===== src/rtl/wb_pkg.sv =====
// Shared types and constants for the writeback stage.
// Provides wb_sel_t source encoding and load funct3 codes.
package wb_pkg;

  typedef enum logic [1:0] {
    WB_ALU = 2'b00,
    WB_MEM = 2'b01,
    WB_PC4 = 2'b10,
    WB_IMM = 2'b11
  } wb_sel_t;

  localparam logic [2:0] F3_LB  = 3'b000;
  localparam logic [2:0] F3_LH  = 3'b001;
  localparam logic [2:0] F3_LW  = 3'b010;
  localparam logic [2:0] F3_LBU = 3'b100;
  localparam logic [2:0] F3_LHU = 3'b101;

endpackage


===== src/rtl/wb_stage_p_if.sv =====
// MEM->WB bundle plus register-file write port and retire count.
// Modports: master (MEM side / driver), slave (writeback stage).
interface wb_stage_p_if #(
  parameter int XLEN   = 32,
  parameter int REG_AW = 5,
  parameter int CNT_W  = 32
);

  logic              in_valid;
  logic              stall;
  logic              flush;
  logic              reg_write;
  logic [REG_AW-1:0] rd_addr;
  logic [1:0]        wb_sel;
  logic [XLEN-1:0]   alu_data;
  logic [XLEN-1:0]   mem_data;
  logic [XLEN-1:0]   pc_plus4;
  logic [XLEN-1:0]   imm_data;
  logic [2:0]        funct3;
  logic [1:0]        byte_off;
  logic              rf_we;
  logic [REG_AW-1:0] rf_waddr;
  logic [XLEN-1:0]   rf_wdata;
  logic [CNT_W-1:0]  retire_cnt;

  modport master (
    output in_valid, stall, flush,
    output reg_write, rd_addr, wb_sel,
    output alu_data, mem_data,
    output pc_plus4, imm_data,
    output funct3, byte_off,
    input  rf_we, rf_waddr, rf_wdata,
    input  retire_cnt
  );

  modport slave (
    input  in_valid, stall, flush,
    input  reg_write, rd_addr, wb_sel,
    input  alu_data, mem_data,
    input  pc_plus4, imm_data,
    input  funct3, byte_off,
    output rf_we, rf_waddr, rf_wdata,
    output retire_cnt
  );

endinterface


===== src/rtl/wb_load_fmt.sv =====
// Combinational sub-word load aligner / extender.
// In: mem_data, funct3, byte_off. Out: fmt_data.
module wb_load_fmt
  import wb_pkg::*;
#(
  parameter int XLEN = 32
) (
  input  logic [XLEN-1:0] mem_data,
  input  logic [2:0]      funct3,
  input  logic [1:0]      byte_off,
  output logic [XLEN-1:0] fmt_data
);

  logic [7:0]  lane_b;
  logic [15:0] lane_h;

  always_comb begin
    lane_b = mem_data[8*byte_off +: 8];
    lane_h = byte_off[1] ? mem_data[31:16]
                         : mem_data[15:0];
  end

  always_comb begin
    fmt_data = mem_data;
    unique case (1'b1)
      (funct3 == F3_LB):
        fmt_data = {{(XLEN-8){lane_b[7]}}, lane_b};
      (funct3 == F3_LBU):
        fmt_data = {{(XLEN-8){1'b0}}, lane_b};
      (funct3 == F3_LH):
        fmt_data = {{(XLEN-16){lane_h[15]}}, lane_h};
      (funct3 == F3_LHU):
        fmt_data = {{(XLEN-16){1'b0}}, lane_h};
      default:
        fmt_data = mem_data;
    endcase
  end

endmodule


===== src/rtl/wb_stage_p.sv =====
// Registered writeback stage: source select, x0 gating, retire count.
// Ports: clk, rst (sync, active-high), bus (wb_stage_p_if.slave).
// Optional WB_LOAD_EXT_EN enables sub-word load formatting.
module wb_stage_p
  import wb_pkg::*;
#(
  parameter int XLEN   = 32,
  parameter int REG_AW = 5,
  parameter int CNT_W  = 32
) (
  input  logic            clk,
  input  logic            rst,
  wb_stage_p_if.slave     bus
);

  logic [XLEN-1:0]   mem_fmt;
  logic [XLEN-1:0]   sel_data;
  logic              we_nxt;
  logic              retire;
  logic              we_q;
  logic [REG_AW-1:0] waddr_q;
  logic [XLEN-1:0]   wdata_q;
  logic [CNT_W-1:0]  cnt_q;

`ifdef WB_LOAD_EXT_EN
  wb_load_fmt #(
    .XLEN (XLEN)
  ) u_fmt (
    .mem_data (bus.mem_data),
    .funct3   (bus.funct3),
    .byte_off (bus.byte_off),
    .fmt_data (mem_fmt)
  );
`else
  logic unused_fmt;
  assign unused_fmt = ^{bus.funct3, bus.byte_off};
  assign mem_fmt = bus.mem_data;
`endif

  always_comb begin
    sel_data = bus.alu_data;
    unique case (wb_sel_t'(bus.wb_sel))
      WB_ALU:  sel_data = bus.alu_data;
      WB_MEM:  sel_data = mem_fmt;
      WB_PC4:  sel_data = bus.pc_plus4;
      WB_IMM:  sel_data = bus.imm_data;
      default: sel_data = bus.alu_data;
    endcase
  end

  assign we_nxt = bus.in_valid
                & bus.reg_write
                & (|bus.rd_addr);

  assign retire = bus.in_valid
                & ~bus.stall
                & ~bus.flush;

  always_ff @(posedge clk) begin
    if (rst) begin
      we_q    <= 1'b0;
      waddr_q <= '0;
      wdata_q <= '0;
    end else if (bus.flush) begin
      we_q    <= 1'b0;
      waddr_q <= '0;
      wdata_q <= '0;
    end else if (bus.stall) begin
      we_q    <= 1'b0;
    end else begin
      we_q    <= we_nxt;
      waddr_q <= bus.rd_addr;
      wdata_q <= sel_data;
    end
  end

  always_ff @(posedge clk) begin
    if (rst)
      cnt_q <= '0;
    else if (retire)
      cnt_q <= cnt_q + 1'b1;
  end

  assign bus.rf_we      = we_q;
  assign bus.rf_waddr   = waddr_q;
  assign bus.rf_wdata   = wdata_q;
  assign bus.retire_cnt = cnt_q;

endmodule

===== src/flat_wrapper.sv =====
// flat-port wrapper written by rule: the top's interface ports become plain ports
module wb_stage_p_flat import wb_pkg::*;
#(
  parameter int XLEN   = 32,
  parameter int REG_AW = 5,
  parameter int CNT_W  = 32
)
  (clk, rst, bus_in_valid, bus_stall, bus_flush, bus_reg_write, bus_rd_addr, bus_wb_sel, bus_alu_data, bus_mem_data, bus_pc_plus4, bus_imm_data, bus_funct3, bus_byte_off, bus_rf_we, bus_rf_waddr, bus_rf_wdata, bus_retire_cnt);
  wb_stage_p_if #(.XLEN(XLEN), .REG_AW(REG_AW), .CNT_W(CNT_W)) bus_i ();
  input  logic clk;
  input  logic rst;
  input wire logic [$bits(bus_i.in_valid)-1:0] bus_in_valid;
  input wire logic [$bits(bus_i.stall)-1:0] bus_stall;
  input wire logic [$bits(bus_i.flush)-1:0] bus_flush;
  input wire logic [$bits(bus_i.reg_write)-1:0] bus_reg_write;
  input wire logic [$bits(bus_i.rd_addr)-1:0] bus_rd_addr;
  input wire logic [$bits(bus_i.wb_sel)-1:0] bus_wb_sel;
  input wire logic [$bits(bus_i.alu_data)-1:0] bus_alu_data;
  input wire logic [$bits(bus_i.mem_data)-1:0] bus_mem_data;
  input wire logic [$bits(bus_i.pc_plus4)-1:0] bus_pc_plus4;
  input wire logic [$bits(bus_i.imm_data)-1:0] bus_imm_data;
  input wire logic [$bits(bus_i.funct3)-1:0] bus_funct3;
  input wire logic [$bits(bus_i.byte_off)-1:0] bus_byte_off;
  output wire logic [$bits(bus_i.rf_we)-1:0] bus_rf_we;
  output wire logic [$bits(bus_i.rf_waddr)-1:0] bus_rf_waddr;
  output wire logic [$bits(bus_i.rf_wdata)-1:0] bus_rf_wdata;
  output wire logic [$bits(bus_i.retire_cnt)-1:0] bus_retire_cnt;
  assign bus_i.in_valid = bus_in_valid;
  assign bus_i.stall = bus_stall;
  assign bus_i.flush = bus_flush;
  assign bus_i.reg_write = bus_reg_write;
  assign bus_i.rd_addr = bus_rd_addr;
  assign bus_i.wb_sel = bus_wb_sel;
  assign bus_i.alu_data = bus_alu_data;
  assign bus_i.mem_data = bus_mem_data;
  assign bus_i.pc_plus4 = bus_pc_plus4;
  assign bus_i.imm_data = bus_imm_data;
  assign bus_i.funct3 = bus_funct3;
  assign bus_i.byte_off = bus_byte_off;
  assign bus_rf_we = bus_i.rf_we;
  assign bus_rf_waddr = bus_i.rf_waddr;
  assign bus_rf_wdata = bus_i.rf_wdata;
  assign bus_retire_cnt = bus_i.retire_cnt;
  wb_stage_p #(.XLEN(XLEN), .REG_AW(REG_AW), .CNT_W(CNT_W)) u_core (.clk(clk), .rst(rst), .bus(bus_i));
endmodule

===== config.mk =====
export PLATFORM = sky130hd
export DESIGN_NAME = wb_stage_p_flat
export DESIGN_NICKNAME = d
export VERILOG_FILES = /design/src/rtl/wb_pkg.sv /design/src/rtl/wb_stage_p_if.sv /design/src/rtl/wb_load_fmt.sv /design/src/rtl/wb_stage_p.sv /design/src/flat_wrapper.sv
export SDC_FILE = /design/constraint.sdc
export NUM_CORES = 1
export LEC_CHECK = 0
export ABC_AREA = 1
export ABC_CLOCK_PERIOD_IN_PS = 1200
export CAP_MARGIN = 20
export CORE_ASPECT_RATIO = 2
export CORE_UTILIZATION = 35
export CTS_CLUSTER_SIZE = 16
export DETAILED_ROUTE_END_ITERATION = 6
export GPL_TIMING_DRIVEN = 1
export PLACE_DENSITY_LB_ADDON = 0.2
export SETUP_SLACK_MARGIN = 0.5
export SLEW_MARGIN = 20
export SYNTH_ARGS = -nofsm -noshare
export SYNTH_HDL_FRONTEND = slang
export SYNTH_HIERARCHICAL = 1
export SYNTH_SLANG_ARGS = --single-unit

===== constraint.sdc =====
create_clock -name clk -period 1.2 [get_ports clk]
set_input_delay 0.12 -clock clk [delete_from_list [all_inputs] [get_ports clk]]
set_output_delay 0.12 -clock clk [all_outputs]
set_load 0.02 [all_outputs]

==> key figures <==
Status
  – Outcome: complete, but fails checks
  – Violated checks: negative setup slack

Clock tree
  – Worst-path clk slew: 0.06 ns
  – Clk sinks: 70
  – CTS Buf Count: 9
  – Clk_lat worst skew: 0.34 ns
  – CTS tree: done
  – Clk root buf: clkbuf_16
  – H-tree levels: 3
  – Clock Tree Buf Depth: 2

Final layout
  – Final net count: 1,040
  – Final Cell Area: 9140 sq um
  – Commonest cells after routing, fill and taps aside: clkdlybuf4s50_1 (134), nand2_1 (105), buf_6 (103)
  – Most common cell after layout, fill and taps aside: clkdlybuf4s50_1
  – Area delta synth->final: 135%
  – FILL cells: 531
  – Share of cells above drive strength 1: 0.547

Place
  – Placed cell area: 6920 sq um
  – Port-buffer cells: 210
  – Dpl hpwl: 12,900 um
  – Gpl congestion: 0.918

Global routing
  – Overflow after GRT: 0
  – Largest net degree at the start of global routing: 42
  – Number of global-route vias before repair: 5,869
  – All-Layer GR Usage: 0.373
  – Initial antenna violation count: 4
  – Global-route wire length before repair: 31,900 um

Pwr
  – Leak Pwr: 3.73 nW
  – P per Cell Area: 740 nW/um^2
  – VDD IR max: 0.755 mV

STA
  – Setup violations, final: 29
  – RSZ-0062 raised after global routing: yes
  – Max-slew violations: 0
  – Fin crit share: 1.18
  – FMAX: 0.707 GHz
  – Fin. Hold Viols: 0
  – Clock skew: 0.00755 ns
  – Hold Slack: 0.211 ns
  – Fin crit period: 1.41 ns
  – Worst Tran Pin Value: 0.627 ns
  – Slew margin rel.: 0.582
  – Final WS setup: -0.214 ns

Drt
  – DR vias: 5,982
  – Vias/cell: 5.74
  – DRC Markers: 0
  – Total iterations of the first detailed-routing run: 5
  – WL final: 24,800 um
  – Routed WL per cell: 23.8 um
  – Post-DRT Antenna Nets: 0
  – Initial drt markers: 433

Min path
  – Hold Crit Endpoint: u_core/bus.retire_cnt[0]
  – Hold depth: 3
  – Hold Startpoint: bus_flush
  – Worst min-delay path category: in -> reg

Critical path
  – Req. time, crit path: 1.47 ns
  – R2r endpoint: u_core/bus.retire_cnt[26]
  – Worst EP arrival: 1.69 ns
  – Crit start category: flip-flop
  – CP top delay family: simple AND/OR/NAND/NOR gates
  – Kind of critical path: reg -> reg
  – CP max-delay cell: dfxtp_4
  – Slowest stage delay, CP: 0.38 ns
  – Kind of end point of the critical path: flip-flop
  – WP buf/inv: 2
  – Crit path cell chain: nand2_2 -> nor2_4 -> buf_4 -> nand3_1 -> nor2_4 -> nand3_1 -> nand2_1 -> inv_1 -> nor2_1
  – R2R depth: 9
  – Largest fanout on the critical path: 4
  – Reg2reg start: u_core/bus.retire_cnt[10]
  – R2r setup slk: -0.21 ns

Synthesis
  – Ys Warns: 6
  – Synth Register Bits: 70
  – Cells after Synth: 579
  – Synth Area per Inst: 6.72 sq um
  – Sequential share of the synthesized area: 0.360
  – Syn nets: 726
  – Synth cell types: 33
  – Synthesized area: 3890 sq um

Die
  – Initial cell density of the core: 0.357
  – Chip width: 76.5 um
  – Die Height: 151 um
  – Die area: 11,600 sq um
  – # rows: 54
  – I/O pin count: 216
  – Core area: 10,900 sq um

Run
  – Max cap viols: 0
[cells in the mapped netlist, drive strengths merged]
cell,n,area [sq um]
a41oi,29,254
xor2,2,17.5
a31oi,1,6.26
clkinv,1,8.76
nand3,31,190
clkbuf,17,63.8
o21ai,44,220
nor3,4,25.0
nand3b,1,20.0
dfxtp,70,1400
nor2,63,325
inv,53,199
o21a,3,22.5
a21oi,55,275
nand2,181,697
nor3b,2,15.0
ha,1,12.5
buf,10,66.3
and2,1,6.26
nand4,10,62.6
[routing by layer]
metal  up-vias  share of wire  GRT usage
li1       2574              -          -
met1      2823           0.31      0.320
met2       409           0.51      0.681
met3       174          0.093      0.114
met4         2          0.092      0.346
met5         -        0.00060          0
[area by class of cell]
class                   instances  area [sq um]  share of cell area
diodes                          4          10.0             0.00109
clock buffers                  14           254              0.0278
clock inverters                 2          10.0             0.00109
inverters                      54           265              0.0290
multi-input cells             428          3240               0.354
flip-flops and latches         70          1560               0.171
well taps                     140           175              0.0192
repair buffers                330          3630               0.397
[cells by family after synthesis]
group	after synthesis	share of synthesized area
flip-flops	70	0.360
AO/OA/AOI/OAI	132	0.200
buffers and inverters	81	0.0869
XOR/XNOR	2	0.00451
adder cells (fa/ha/maj)	1	0.00322
AND/OR/NAND/NOR	293	0.345
[report_power, final]
| group | switching [mW] | internal, mW | total [mW] |
|---|---|---|---|
| Combinational | 0.889 | 0.994 | 1.88 |
| Clock | 1.04 | 1.45 | 2.50 |
| Sequential | 0.0504 | 2.33 | 2.38 |
| Total | 1.98 | 4.78 | 6.76 |
[through the flow]
stage | instances | util | power (mW) | setup TNS (ns) | worst slack (ns)
floorplan | 579 | - | 2.92 | -0.622 | -0.0917
global placement | 964 | 0.636 | 3.62 | -22.15 | -0.430
detailed placement | 964 | 0.636 | 3.63 | -23.99 | -0.479
CTS | 1017 | 0.797 | 6.50 | -2.52 | -0.173
global route | 1041 | 0.840 | 6.91 | -5.78 | -0.306
finish | 1042 | 0.840 | 6.76 | -3.82 | -0.214
[how the worst max path moves through the flow]
stage,start,to,slack (ns),cells past startpoint
CTS,u_core/bus.retire_cnt[1],u_core/bus.retire_cnt[26],-0.17,10
detailed placement,bus_flush,u_core/bus.retire_cnt[21],-0.48,8
global route,u_core/bus.retire_cnt[8],u_core/bus.retire_cnt[26],-0.31,9
global placement,bus_wb_sel[1],u_core/bus.rf_wdata[10],-0.43,8
finish,u_core/bus.retire_cnt[10],u_core/bus.retire_cnt[26],-0.21,9
floorplan,u_core/bus.retire_cnt[1],u_core/bus.retire_cnt[20],-0.09,9
[registers in the layout (all words and copies together), names as in the netlist]
| register | count |
|---|---|
| u_core/bus.rf_waddr | 5 |
| u_core/bus.retire_cnt | 32 |
| u_core/bus.rf_we | 1 |
| u_core/bus.rf_wdata | 32 |
[worst register-to-register path, cell delays in order (launching register included)]
cell	delay, ns
dfxtp_4	0.38
nand2_2	0.08
nor2_4	0.19
buf_4	0.14
nand3_1	0.11
nor2_4	0.16
nand3_1	0.08
nand2_1	0.07
inv_1	0.05
nor2_1	0.09
[timing repair]
action                                  4_1_cts  5_1_grt
gates cloned                                  9        0
endpoints found under the setup margin      140      139
gates resized for setup                     663       79
endpoints found under the hold margin         0        0
pin swaps                                    55       35
buffers inserted                             28       21
hold buffers                                  0        0
Power figures use the tool's default switching activity.
